==> src/rtl/bp_be_late_wb_buffer.sv <==
// bp_be_late_wb_buffer: in-order late int/fp writeback FIFO with RF drain and dispatch hazard probe.
// Optional BP_LATE_WB_BYPASS_EN: an empty buffer forwards a packet to a free RF port in the same cycle.
module bp_be_late_wb_buffer #(
    parameter int els_p            = 4,
    parameter int reg_addr_width_p = 5,
    parameter int data_width_p     = 66
) (
    input  logic                        clk_i,
    input  logic                        reset_n_i,
    input  logic                        iwb_v_i,
    input  logic                        fwb_v_i,
    input  logic [reg_addr_width_p-1:0] wb_addr_i,
    input  logic [data_width_p-1:0]     wb_data_i,
    output logic                        ready_o,
    input  logic                        irf_busy_i,
    input  logic                        frf_busy_i,
    output logic                        irf_w_v_o,
    output logic                        frf_w_v_o,
    output logic [reg_addr_width_p-1:0] rf_w_addr_o,
    output logic [data_width_p-1:0]     rf_w_data_o,
    input  logic [reg_addr_width_p-1:0] chk_addr_i,
    input  logic                        chk_fp_i,
    output logic                        chk_hit_o,
    output logic                        empty_o
);
    localparam int lg_els_lp = $clog2(els_p);
    localparam int cnt_w_lp  = $clog2(els_p + 1);

    logic [lg_els_lp-1:0]        wptr_r, rptr_r;
    logic [cnt_w_lp-1:0]         count_r;
    logic [els_p-1:0]            v_r, fp_r;
    logic [reg_addr_width_p-1:0] addr_r [els_p];
    logic [data_width_p-1:0]     data_r [els_p];
    logic in_v, empty, head_fp, deq, enq, byp;

    assign in_v    = iwb_v_i | fwb_v_i;
    assign empty   = (count_r == '0);
    assign empty_o = empty;
    assign head_fp = fp_r[rptr_r];
    // A blocked head stalls everything behind it, even entries for the other port.
    assign deq     = ~empty & (head_fp ? ~frf_busy_i : ~irf_busy_i);
    assign ready_o = (count_r != cnt_w_lp'(els_p)) | deq;
`ifdef BP_LATE_WB_BYPASS_EN
    assign byp = empty & in_v & (fwb_v_i ? ~frf_busy_i : ~irf_busy_i);
`else
    assign byp = 1'b0;
`endif
    assign enq         = in_v & ready_o & ~byp;
    assign irf_w_v_o   = (deq & ~head_fp) | (byp & iwb_v_i);
    assign frf_w_v_o   = (deq & head_fp) | (byp & fwb_v_i);
    assign rf_w_addr_o = byp ? wb_addr_i : addr_r[rptr_r];
    assign rf_w_data_o = byp ? wb_data_i : data_r[rptr_r];

    always_comb begin
        chk_hit_o = in_v & (wb_addr_i == chk_addr_i) & (fwb_v_i == chk_fp_i);
        for (int i = 0; i < els_p; i++)
            chk_hit_o = chk_hit_o | (v_r[i] & (addr_r[i] == chk_addr_i) & (fp_r[i] == chk_fp_i));
        // Integer x0 is hardwired, so it can never be a hazard.
        chk_hit_o = chk_hit_o & (chk_fp_i | (chk_addr_i != '0));
    end

    always_ff @(posedge clk_i or negedge reset_n_i) begin
        if (!reset_n_i) begin
            wptr_r  <= '0;
            rptr_r  <= '0;
            count_r <= '0;
            v_r     <= '0;
        end else begin
            if (deq) begin
                v_r[rptr_r] <= 1'b0;
                rptr_r      <= rptr_r + lg_els_lp'(1);
            end
            if (enq) begin
                v_r[wptr_r] <= 1'b1;
                wptr_r      <= wptr_r + lg_els_lp'(1);
            end
            count_r <= count_r + cnt_w_lp'(enq) - cnt_w_lp'(deq);
        end
    end

    always_ff @(posedge clk_i) begin
        if (enq) begin
            fp_r[wptr_r]   <= fwb_v_i;
            addr_r[wptr_r] <= wb_addr_i;
            data_r[wptr_r] <= wb_data_i;
        end
    end

    a_one_hot_wb: assert property (@(posedge clk_i) disable iff (!reset_n_i) !(iwb_v_i && fwb_v_i));
    a_no_drop:    assert property (@(posedge clk_i) disable iff (!reset_n_i) !(in_v && !ready_o));
endmodule

==> config.mk <==
export PLATFORM = sky130hd
export DESIGN_NAME = bp_be_late_wb_buffer
export DESIGN_NICKNAME = d
export VERILOG_FILES = /design/src/rtl/bp_be_late_wb_buffer.sv
export SDC_FILE = /design/constraint.sdc
export NUM_CORES = 1
export LEC_CHECK = 0
export ABC_CLOCK_PERIOD_IN_PS = 4700
export CAP_MARGIN = 20
export CORE_MARGIN = 2
export CORE_UTILIZATION = 54
export DETAILED_ROUTE_END_ITERATION = 6
export HOLD_SLACK_MARGIN = 0.1
export PLACE_DENSITY = 0.79
export SETUP_SLACK_MARGIN = 0.02
export SLEW_MARGIN = 10
export SYNTH_ARGS = -nofsm -noshare
export SYNTH_HDL_FRONTEND = slang
export SYNTH_SLANG_ARGS = --single-unit
==> constraint.sdc <==
create_clock -name clk_i -period 4.7 [get_ports clk_i]
set_input_delay 1.41 -clock clk_i [delete_from_list [all_inputs] [get_ports clk_i]]
set_output_delay 1.41 -clock clk_i [all_outputs]
set_load 0.02 [all_outputs]
==> metrics.csv, run 1 <==
stage,metric,value,unit
logic_synthesis,Synth Area in Compound Gates,0.594,%
power_and_ir_drop,Power Density,703,nW/µm²
sta,Final WS setup,0.143,ns
logic_synthesis,Synth Area in XOR/XNOR,2.54,%
clock_tree,Clock Tree Buf Depth,3,
logic_synthesis,Mapped Area,11400,µm²
logic_synthesis,simple-gate share of the synthesized area,1.46,%
die,Initial Utilization,54.7,%
power_and_ir_drop,internal power,7.01,mW
logic_synthesis,mux cell area share after synthesis,14.5,%
die,IO Pins,159,
power_and_ir_drop,Switching Share,30.6,%
routing,Pre-Repair DR Iteration Count,4,
global_route,GRT Util Overall,19.3,%
placed_design,GPL Wtd Cong,0.917,
logic_synthesis,Yosys warnings,0,
die,Core Footprint,20800,µm²
logic_synthesis,Syn Area/Cell,23.5,µm²
logic_synthesis,Synth area leaders,"edfxtp_1 (76%), mux4_2 (14%), dfrtp_1 (2.4%)",
sta,final setup violation count,0,
die,die area,22300,µm²
sta,RSZ-0062 raised after global routing,no,
routing,DRT Wirelength,21300,µm
clock_tree,number of setup buffers added after CTS,0,
worst_setup_path,"critical path fanouts, max",6,
logic_synthesis,largest family of logic cells by synthesized area,multiplexers,
worst_setup_path,crit end category,primary output,
global_route,gr ovfl total,0,
finish,Layout fillers,1290,
clock_tree,TritonCTS clock tree,done,
logic_synthesis,Post-Synth Adder-Cell Area,1.28,%
sta,Fin. Hold Viols,0,
die,# rows,53,
logic_synthesis,"flops & latches, synth",299,
finish,ant diodes,0,
global_route,first-pass GRT wire length,32700,µm
sta,clock skew,0.0100,ns
clock_tree,Clock Sinks,299,
finish,area of the multi-input gates,2330,µm²
power_and_ir_drop,Comb pwr share,36.5,%
power_and_ir_drop,Net Switching,3.10,mW
finish,layout cells sized above 1,20.1,%
min_path,Hold Crit Class,reg -> reg,
sta,worst hold slack,0.538,ns
sta,Max Slew Vio Count,0,
routing,vias per cell,5.65,
logic_synthesis,cell count after synthesis,485,
die,die height,149,µm
power_and_ir_drop,Peak VDD IR,0.438,mV
clock_tree,clock root buffer,clkbuf_16,
sta,actual slew at the worst max-slew pin,0.604,ns
sta,fin crit share,97.0,%
power_and_ir_drop,Clock Power Share,23.2,%
global_route,antenna violations before repair,0,
routing,Post-route DRC,0,
global_route,largest net degree at the start of global routing,58,
routing,post-route ant nets,0,
clock_tree,H-tree depth,1,
sta,Fmax achieved,219,MHz
clock_tree,worst skew pair latency,0.53,ns
routing,drt wl/cell,22.1,µm
finish,Seq. cell area,8930,µm²
finish,Final nets,759,
worst_setup_path,Worst EP arrival,3.15,ns
worst_setup_path,Worst setup SP type,input port,
sta,Max-slew headroom,59.4,%
die,die width,149,µm
outcome,outcome,finished clean,
routing,via count,5433,
logic_synthesis,sequential-to-total area share from yosys stat,78.4,%
logic_synthesis,post-synthesis cell type count,29,
logic_synthesis,Post-Syn Nets,579,
placed_design,DP Worst Slack,-0.179,ns
power_and_ir_drop,Leak,4.76,nW
logic_synthesis,cell accounting for the most synthesized area,edfxtp_1,
sta,min cycle time layout,4.56,ns
finish,Syn-to-layout area delta,26.3,%
sta,TNS Setup,0,ns
routing,Iter 0 DRT Violations,343,
placed_design,Detail Placement HPWL,13100,µm
placed_design,IO Port Bufs,158,
global_route,vias in the first global route,5853,
clock_tree,Inserted Clock Buffers,30,
run,max-cap violations,0,
worst_setup_path,Crit Path Class,in -> out,
finish,Layout Utilization,69.0,%
worst_setup_path,CP required,3.29,ns
clock_tree,Clock Pin Slew Worst Setup and Hold Paths,0.06,ns
power_and_ir_drop,Seq pwr share,40.4,%
logic_synthesis,Synth top area share,76.0,%
[routing by layer]
layer / GRT usage [%] / vias to the layer above / wire (µm)
met4: 5.48 / 0 / 457
li1: - / 2380 / -
met1: 25.7 / 2834 / 8640
met2: 32.9 / 182 / 10900
met5: 0 / - / 0
met3: 3.94 / 37 / 1240
[timing repair]
action | 4_1_cts | 5_1_grt
hold buffers | 0 | 0
gates resized for setup | 6 | 0
endpoints found under the setup margin | 1 | 0
[power by group through the flow]
| stage | Sequential (mW) | Clock [mW] | Combinational [mW] |
|---|---|---|---|
| floorplan | 4.03 | 0 | 2.23 |
| global placement | 4.09 | 0 | 3.67 |
| detailed placement | 4.14 | 0 | 3.72 |
| CTS | 4.09 | 2.39 | 3.76 |
| global route | 4.15 | 2.49 | 3.91 |
| finish | 4.08 | 2.34 | 3.69 |
[layout by cell type, fill, tap and decap left out, types with 8 or more instances in the layout]
| cell | count |
|---|---|
| edfxtp_1 | 288 |
| clkdlybuf4s50_1 | 152 |
| mux4_2 | 72 |
| clkbuf_16 | 31 |
| xnor2_1 | 18 |
| xor2_1 | 15 |
| ha_1 | 10 |
| dfrtp_1 | 9 |
| inv_1 | 8 |
| clkinv_1 | 8 |
[worst max-delay path, stage by stage]
cell	delay (ns)
clkdlybuf4s50_1	0.45
buf_4	0.16
xnor2_1	0.14
nand4_1	0.13
nor4_1	0.25
nor3_1	0.09
a21oi_1	0.16
dlygate4sd2_1	0.35
[metrics by stage]
step,std cells,area (µm²),power [mW]
6_report,961,14400,10.1
3_5_place_dp,908,13400,7.87
3_3_place_gp,908,13400,7.76
2_1_floorplan,485,11400,6.26
4_1_cts,961,14400,10.2
5_1_grt,961,14400,10.5
[cell usage after synthesis (all sizes together)]
| cell | n |
|---|---|
| a22o | 4 |
| buf | 11 |
| dfrtp | 11 |
| nor4 | 4 |
| ha | 10 |
| o21ai | 1 |
| clkbuf | 12 |
| nor3 | 5 |
| a21oi | 2 |
| xor2 | 15 |
| and2 | 4 |
| o21a | 1 |
| or4 | 1 |
| fa | 1 |
| nand2 | 5 |
| nor2 | 2 |
| xnor2 | 18 |
| mux2 | 2 |
| edfxtp | 288 |
| nand3 | 1 |
| mux4 | 72 |
| a41oi | 1 |
| nor3b | 2 |
| nand4 | 4 |
| inv | 8 |
[final cells by class]
class / instances / area share, %
sequential: 299 / 62.1
multi-input combinational: 155 / 16.2
timing repair buffer: 171 / 12.2
clock buffer: 39 / 5.96
tap: 275 / 2.39
clock inverter: 14 / 0.958
inverter: 8 / 0.209
[worst paths after layout]
path	startpoint	endpoint	slack [ns]	cells past startpoint
hold reg to reg	v_r[1]	v_r[1]	0.54	1
setup reg to reg	rptr_r[0]	count_r[2]	1.37	11
max in group asynchronous	reset_n_i	rptr_r[1]	3.08	1
setup / recovery	chk_addr_i[0]	chk_hit_o	0.14	8
min in group asynchronous	reset_n_i	count_r[1]	1.22	1
hold / removal	v_r[1]	v_r[1]	0.54	1
[sequential cells by signal, indices dropped and copies added, names as in the netlist]
register	flops
data_r	264
addr_r	20
fp_r	4
v_r	4
count_r	3
rptr_r	2
wptr_r	2
[kinds of logic (layout without fill, tap and decap cells)]
| family | after synthesis | count (layout) |
|---|---|---|
| compound gates | 9 | 9 |
| xor+xnor | 33 | 33 |
| fa+ha+maj | 11 | 11 |
| mux | 74 | 74 |
| flops | 299 | 299 |
| buf+inv | 31 | 232 |
| simple gates | 28 | 28 |
Power figures use the tool's default switching activity.
==> run 2, diff against run 1 <==
CORE_MARGIN = unset   (was 2)
==> run 2 against run 1 <==
Against the previous run: utilization is 0.87 points higher; register-to-register slack about the same; count of clock-buffer cells in the layout is 1 higher; critical path depth fell by 1; via count fell by 1.4%; worst setup slack barely moved; cell count fell by 0.83%; sequential power about the same; worst hold slack improved by 0.0078 ns; wire length decreased by 0.63%; flip-flop and latch count did not move; maximum frequency is essentially flat; largest power group unchanged.
==> metrics.csv, run 2 (synthesized netlist as in run 1, its figures left out) <==
stage,metric,value,unit
power_and_ir_drop,Power Density,697,nW/µm²
power_and_ir_drop,Leak,4.71,nW
sta,fin crit share,97.0,%
global_route,antenna violations before repair,0,
worst_setup_path,Reg2Reg Capture Point,count_r[2],
sta,min cycle time layout,4.56,ns
finish,Final nets,755,
run,max-cap violations,0,
sta,actual slew at the worst max-slew pin,0.588,ns
placed_design,DP Worst Slack,-0.191,ns
sta,Final WS setup,0.143,ns
routing,via count,5356,
min_path,hold_sp,v_r[0],
finish,max FFs per register,264,
clock_tree,worst skew pair latency,0.53,ns
die,die area,21700,µm²
routing,Pre-Repair DR Iteration Count,4,
finish,"commonest non-fill, non-tap cells in the layout","edfxtp_1 (288), clkdlybuf4s50_1 (153), mux4_2 (72)",
min_path,Hold Crit Class,reg -> reg,
routing,Iter 0 DRT Violations,362,
clock_tree,Inserted Clock Buffers,29,
global_route,gr ovfl total,0,
placed_design,GPL Wtd Cong,0.930,
global_route,vias in the first global route,5928,
sta,Fin. Hold Viols,0,
finish,Syn-to-layout area delta,25.5,%
worst_setup_path,"critical path fanouts, max",6,
die,Core Footprint,20400,µm²
finish,top flop regs,"data_r (264), addr_r (20)",
die,die height,147,µm
worst_setup_path,crit path from,chk_addr_i[2],
finish,layout cells sized above 1,19.8,%
worst_setup_path,CP required,3.29,ns
sta,Max-slew headroom,60.5,%
worst_setup_path,Worst Reg-to-Reg Cells,11,
placed_design,IO Port Bufs,158,
die,IO Pins,159,
clock_tree,number of setup buffers added after CTS,0,
sta,worst hold slack,0.545,ns
worst_setup_path,Crit Path Class,in -> out,
clock_tree,Clock Pin Slew Worst Setup and Hold Paths,0.06,ns
die,die width,147,µm
sta,final setup violation count,0,
finish,ant diodes,0,
power_and_ir_drop,Peak VDD IR,0.440,mV
worst_setup_path,Reg2Reg Setup Slack,1.37,ns
worst_setup_path,"slowest stage cell, crit path",clkdlybuf4s50_1,
clock_tree,TritonCTS clock tree,done,
global_route,largest net degree at the start of global routing,52,
outcome,outcome,finished clean,
worst_setup_path,Worst EP arrival,3.15,ns
worst_setup_path,critical-path cell list,clkdlybuf4s50_1 -> xnor2_1 -> nand4_1 -> nor4_1 -> nor3_1 -> a21oi_1 -> dlygate4sd2_1,
finish,Layout fillers,1257,
finish,"leading cell type in the layout, fill and taps excluded",edfxtp_1,
worst_setup_path,Worst setup SP type,input port,
clock_tree,Clock Sinks,299,
sta,RSZ-0062 raised after global routing,no,
sta,TNS Setup,0,ns
routing,drt wl/cell,22.2,µm
finish,Largest Register,data_r,
min_path,worst hold stages,1,
global_route,first-pass GRT wire length,33500,µm
clock_tree,clock root buffer,clkbuf_16,
sta,Fmax achieved,219,MHz
worst_setup_path,Crit Reg-Reg Startpoint,rptr_r[0],
min_path,Worst Hold End,v_r[0],
placed_design,Detail Placement HPWL,12800,µm
routing,post-route ant nets,0,
clock_tree,H-tree depth,1,
sta,clock skew,0.0174,ns
sta,Max Slew Vio Count,0,
worst_setup_path,crit end category,primary output,
routing,DRT Wirelength,21100,µm
die,# rows,52,
clock_tree,Clock Tree Buf Depth,3,
global_route,GRT Util Overall,20.4,%
worst_setup_path,crit-path max cell delay,0.65,ns
die,Initial Utilization,55.7,%
routing,vias per cell,5.62,
routing,Post-route DRC,0,
-- run 2: cell types whose count changed in the layout (fill, tap and decap cells not counted), moves of 2 or more --
cell | before | now
buf_4 | 7 | 4
clkinv_1 | 8 | 5
dlygate4sd2_1 | 6 | 4
clkbuf_1 | 3 | 7
clkbuf_16 | 31 | 29
clkinv_2 | 2 | 5
-- run 2: how the worst max path moves through the flow --
stage                   endpoint  slack [ns]  cells past startpoint
floorplan           addr_r[0][0]        0.45                      5
global placement       chk_hit_o       -0.11                      7
detailed placement     chk_hit_o       -0.19                      7
CTS                    chk_hit_o        0.13                      6
global route           chk_hit_o        0.04                      7
finish                 chk_hit_o        0.14                      7
-- run 2: stage by stage --
step                total power [mW]  area, µm²  utilization [%]  std cells
finish                          9.95      14300             69.9        953
global route                    10.4      14300             69.9        953
CTS                             10.1      14300             69.8        953
detailed placement              7.84      13400             65.4        900
global placement                7.75      13400             65.4        900
floorplan                       6.26      11400                -        485
-- run 2: layer usage --
metal  vias to the layer above  wire (µm)  global-route usage (%)  share of wire (%)
met5                         -          0                       0                  0
met4                         0        306                    4.43                1.4
met3                        30       1440                    5.16                6.8
met2                       175      10700                    33.6                 51
met1                      2780       8700                    27.7                 41
li1                       2371          -                       -                  -
-- run 2: worst max-delay path: cells and delay by family --
kind                      cells  cell delay (ns)
AOI/OAI and AO/OA             1             0.16
xor gates and xnor gates      1             0.19
buffers and inverters         2             1.00
and+or+nand+nor               3             0.39
-- run 2: layout make-up --
class                           instances  area (µm²)  share of cell area [%]
Clock inverter                         13         111                   0.780
Tap cell                              270         338                    2.37
Timing Repair Buffer                  168        1730                    12.1
Clock buffer                           40         807                    5.65
Inverter                                8        30.0                   0.210
Sequential cell                       299        8930                    62.5
Multi-Input combinational cell        155        2330                    16.3
-- run 2: what timing repair did --
item / CTS / global route
resized for setup: 4 / 2
endpoints found under the setup margin: 1 / 1
hold buffers: 0 / 0
-- run 2: where the power goes --
group          switching [mW]  internal, mW  total (mW)
combinational            1.89          1.76        3.64
clock                   0.909          1.30        2.21
sequential              0.293          3.81        4.10
==> run 3, diff against run 2 <==
RECOVER_POWER = 50   (was unset)
==> run 3 against run 2 <==
Against the previous run: the run now ends with capacitance limit, slew limit left; via count rose by 0.56%; non-clock buffer count did not move; maximum frequency barely moved; first-iteration DRC count rose by 0.83%; flip-flop and latch count did not move; count of clock-buffer cells in the layout did not move; worst setup slack improved by 0.0015 ns; global-route usage did not move; clock skew fell by 0.00088 ns.
==> metrics.csv, run 3 (synthesized netlist as in run 1, its figures left out) <==
stage,metric,value,unit
die,IO Pins,159,
worst_setup_path,Reg2Reg Setup Slack,0.49,ns
sta,min cycle time layout,4.56,ns
worst_setup_path,Worst Reg-to-Reg Cells,6,
die,# rows,52,
placed_design,IO Port Bufs,158,
routing,drt wl/cell,22.1,µm
clock_tree,# hold bufs at CTS,0,
worst_setup_path,CP required,3.29,ns
placed_design,GPL Wtd Cong,0.930,
worst_setup_path,Worst setup SP type,input port,
sta,Final WS setup,0.145,ns
worst_setup_path,Crit Path Class,in -> out,
finish,top flop regs,"data_r (264), addr_r (20)",
finish,Layout fillers,1263,
global_route,GRT Util Overall,20.4,%
worst_setup_path,Worst EP arrival,3.15,ns
routing,post-route ant nets,0,
finish,Largest Register,data_r,
clock_tree,clock root buffer,clkbuf_16,
power_and_ir_drop,Leak,4.72,nW
global_route,largest net degree at the start of global routing,52,
sta,clock skew,0.0165,ns
min_path,hold_sp,count_r[2],
power_and_ir_drop,total power,9.92,mW
routing,via count,5386,
finish,Final nets,755,
finish,"commonest non-fill, non-tap cells in the layout","edfxtp_1 (288), clkdlybuf4s50_1 (79), dlygate4sd3_1 (74)",
sta,RSZ-0062 raised after global routing,no,
min_path,Worst Hold End,count_r[2],
worst_setup_path,Crit Reg-Reg Startpoint,rptr_r[0],
global_route,first-pass GRT wire length,33500,µm
sta,final setup violation count,0,
finish,max FFs per register,264,
min_path,worst hold stages,1,
finish,final instance area,14300,µm²
sta,Fmax achieved,220,MHz
clock_tree,Inserted Clock Buffers,29,
placed_design,DP Worst Slack,-0.191,ns
global_route,antenna violations before repair,2,
sta,Fin. Hold Viols,0,
sta,actual slew at the worst max-slew pin,1.75,ns
sta,Max Slew Vio Count,66,
routing,vias per cell,5.65,
worst_setup_path,"slowest stage cell, crit path",clkdlybuf4s50_1,
die,Initial Utilization,55.7,%
min_path,Hold Crit Class,reg -> reg,
die,Core Footprint,20400,µm²
routing,DRT Wirelength,21100,µm
worst_setup_path,crit end category,primary output,
clock_tree,Clock Pin Slew Worst Setup and Hold Paths,0.06,ns
die,die width,147,µm
finish,Seq. cell area,8930,µm²
worst_setup_path,"critical path fanouts, max",6,
routing,Pre-Repair DR Iteration Count,4,
finish,layout cells sized above 1,18.6,%
die,die area,21700,µm²
placed_design,"Cell Area, Placed",13400,µm²
die,die height,147,µm
finish,area of the multi-input gates,2310,µm²
outcome,outcome,finished with violations,
clock_tree,number of setup buffers added after CTS,0,
routing,Iter 0 DRT Violations,365,
routing,Post-route DRC,0,
clock_tree,H-tree depth,1,
power_and_ir_drop,Peak VDD IR,0.439,mV
clock_tree,Clock Tree Buf Depth,3,
worst_setup_path,crit-path max cell delay,0.65,ns
clock_tree,worst skew pair latency,0.53,ns
run,max-cap violations,2,
sta,TNS Setup,0,ns
placed_design,Detail Placement HPWL,12800,µm
clock_tree,Clock Sinks,299,
worst_setup_path,Reg2Reg Capture Point,data_r[2][36],
sta,Max-slew headroom,-17.0,%
finish,Layout Utilization,69.8,%
global_route,gr ovfl total,0,
worst_setup_path,critical-path cell list,clkdlybuf4s50_1 -> xnor2_1 -> nand4_1 -> nor4_1 -> nor3_1 -> a21oi_1 -> dlygate4sd2_1,
outcome,violated checks,"capacitance limit, slew limit",
finish,"leading cell type in the layout, fill and taps excluded",edfxtp_1,
sta,fin crit share,96.9,%
finish,Syn-to-layout area delta,25.2,%
power_and_ir_drop,Power Density,696,nW/µm²
global_route,vias in the first global route,5928,
clock_tree,TritonCTS clock tree,done,
-- run 3: changes by cell type in the layout (fill, tap and decap cells not counted), moves of 3 or more --
cell / change
dlygate4sd3_1: +74
clkdlybuf4s50_1: -74
and2_4: -3
and2_1: +3
-- run 3: power by group --
| part | switching (mW) | leakage (nW) | internal, mW |
|---|---|---|---|
| Sequential | 0.292 | 2.79 | 3.82 |
| Clock | 0.910 | 0.450 | 1.30 |
| Combinational | 1.88 | 1.47 | 1.73 |
-- run 3: critical path, delay by kind of cell --
family / cells / cell delay (ns)
AOI/OAI and AO/OA: 1 / 0.16
xor gates and xnor gates: 1 / 0.18
buffers and inverters: 2 / 1.00
and+or+nand+nor: 3 / 0.39
-- run 3: layer usage --
metal,GRT usage (%),part of all wire (%)
met5,0,0.071
met4,4.43,1.4
met3,5.16,6.9
met2,33.6,51
met1,27.7,41
-- run 3: area by class of cell --
class / instances / area share (%)
diodes: 1 / 0.0176
clock buffers: 40 / 5.66
clock inverters: 13 / 0.781
inverters: 8 / 0.211
multi-input cells: 155 / 16.2
flip-flops and latches: 299 / 62.7
well taps: 270 / 2.37
repair buffers: 168 / 12.1
-- run 3: repair_timing --
item                       in CTS  in global routing
gates cloned                    0                  0
setup endpoints to repair       1                  1
resized for setup               4                  2
-- run 3: worst max-delay path by stage --
stage	endpoint	from	cells after the start
after global routing	chk_hit_o	chk_addr_i[2]	7
after floorplan	addr_r[0][0]	irf_busy_i	5
after CTS	chk_hit_o	chk_addr_i[4]	6
final	chk_hit_o	chk_addr_i[2]	7
after global placement	chk_hit_o	chk_addr_i[0]	7
after detailed placement	chk_hit_o	chk_addr_i[0]	7
-- run 3: stage by stage --
| step | hold WS [ns] | std cells |
|---|---|---|
| floorplan | 0.465 | 485 |
| global placement | 0.512 | 900 |
| detailed placement | 0.517 | 900 |
| CTS | 0.531 | 953 |
| global route | 0.544 | 953 |
| finish | 0.531 | 954 |
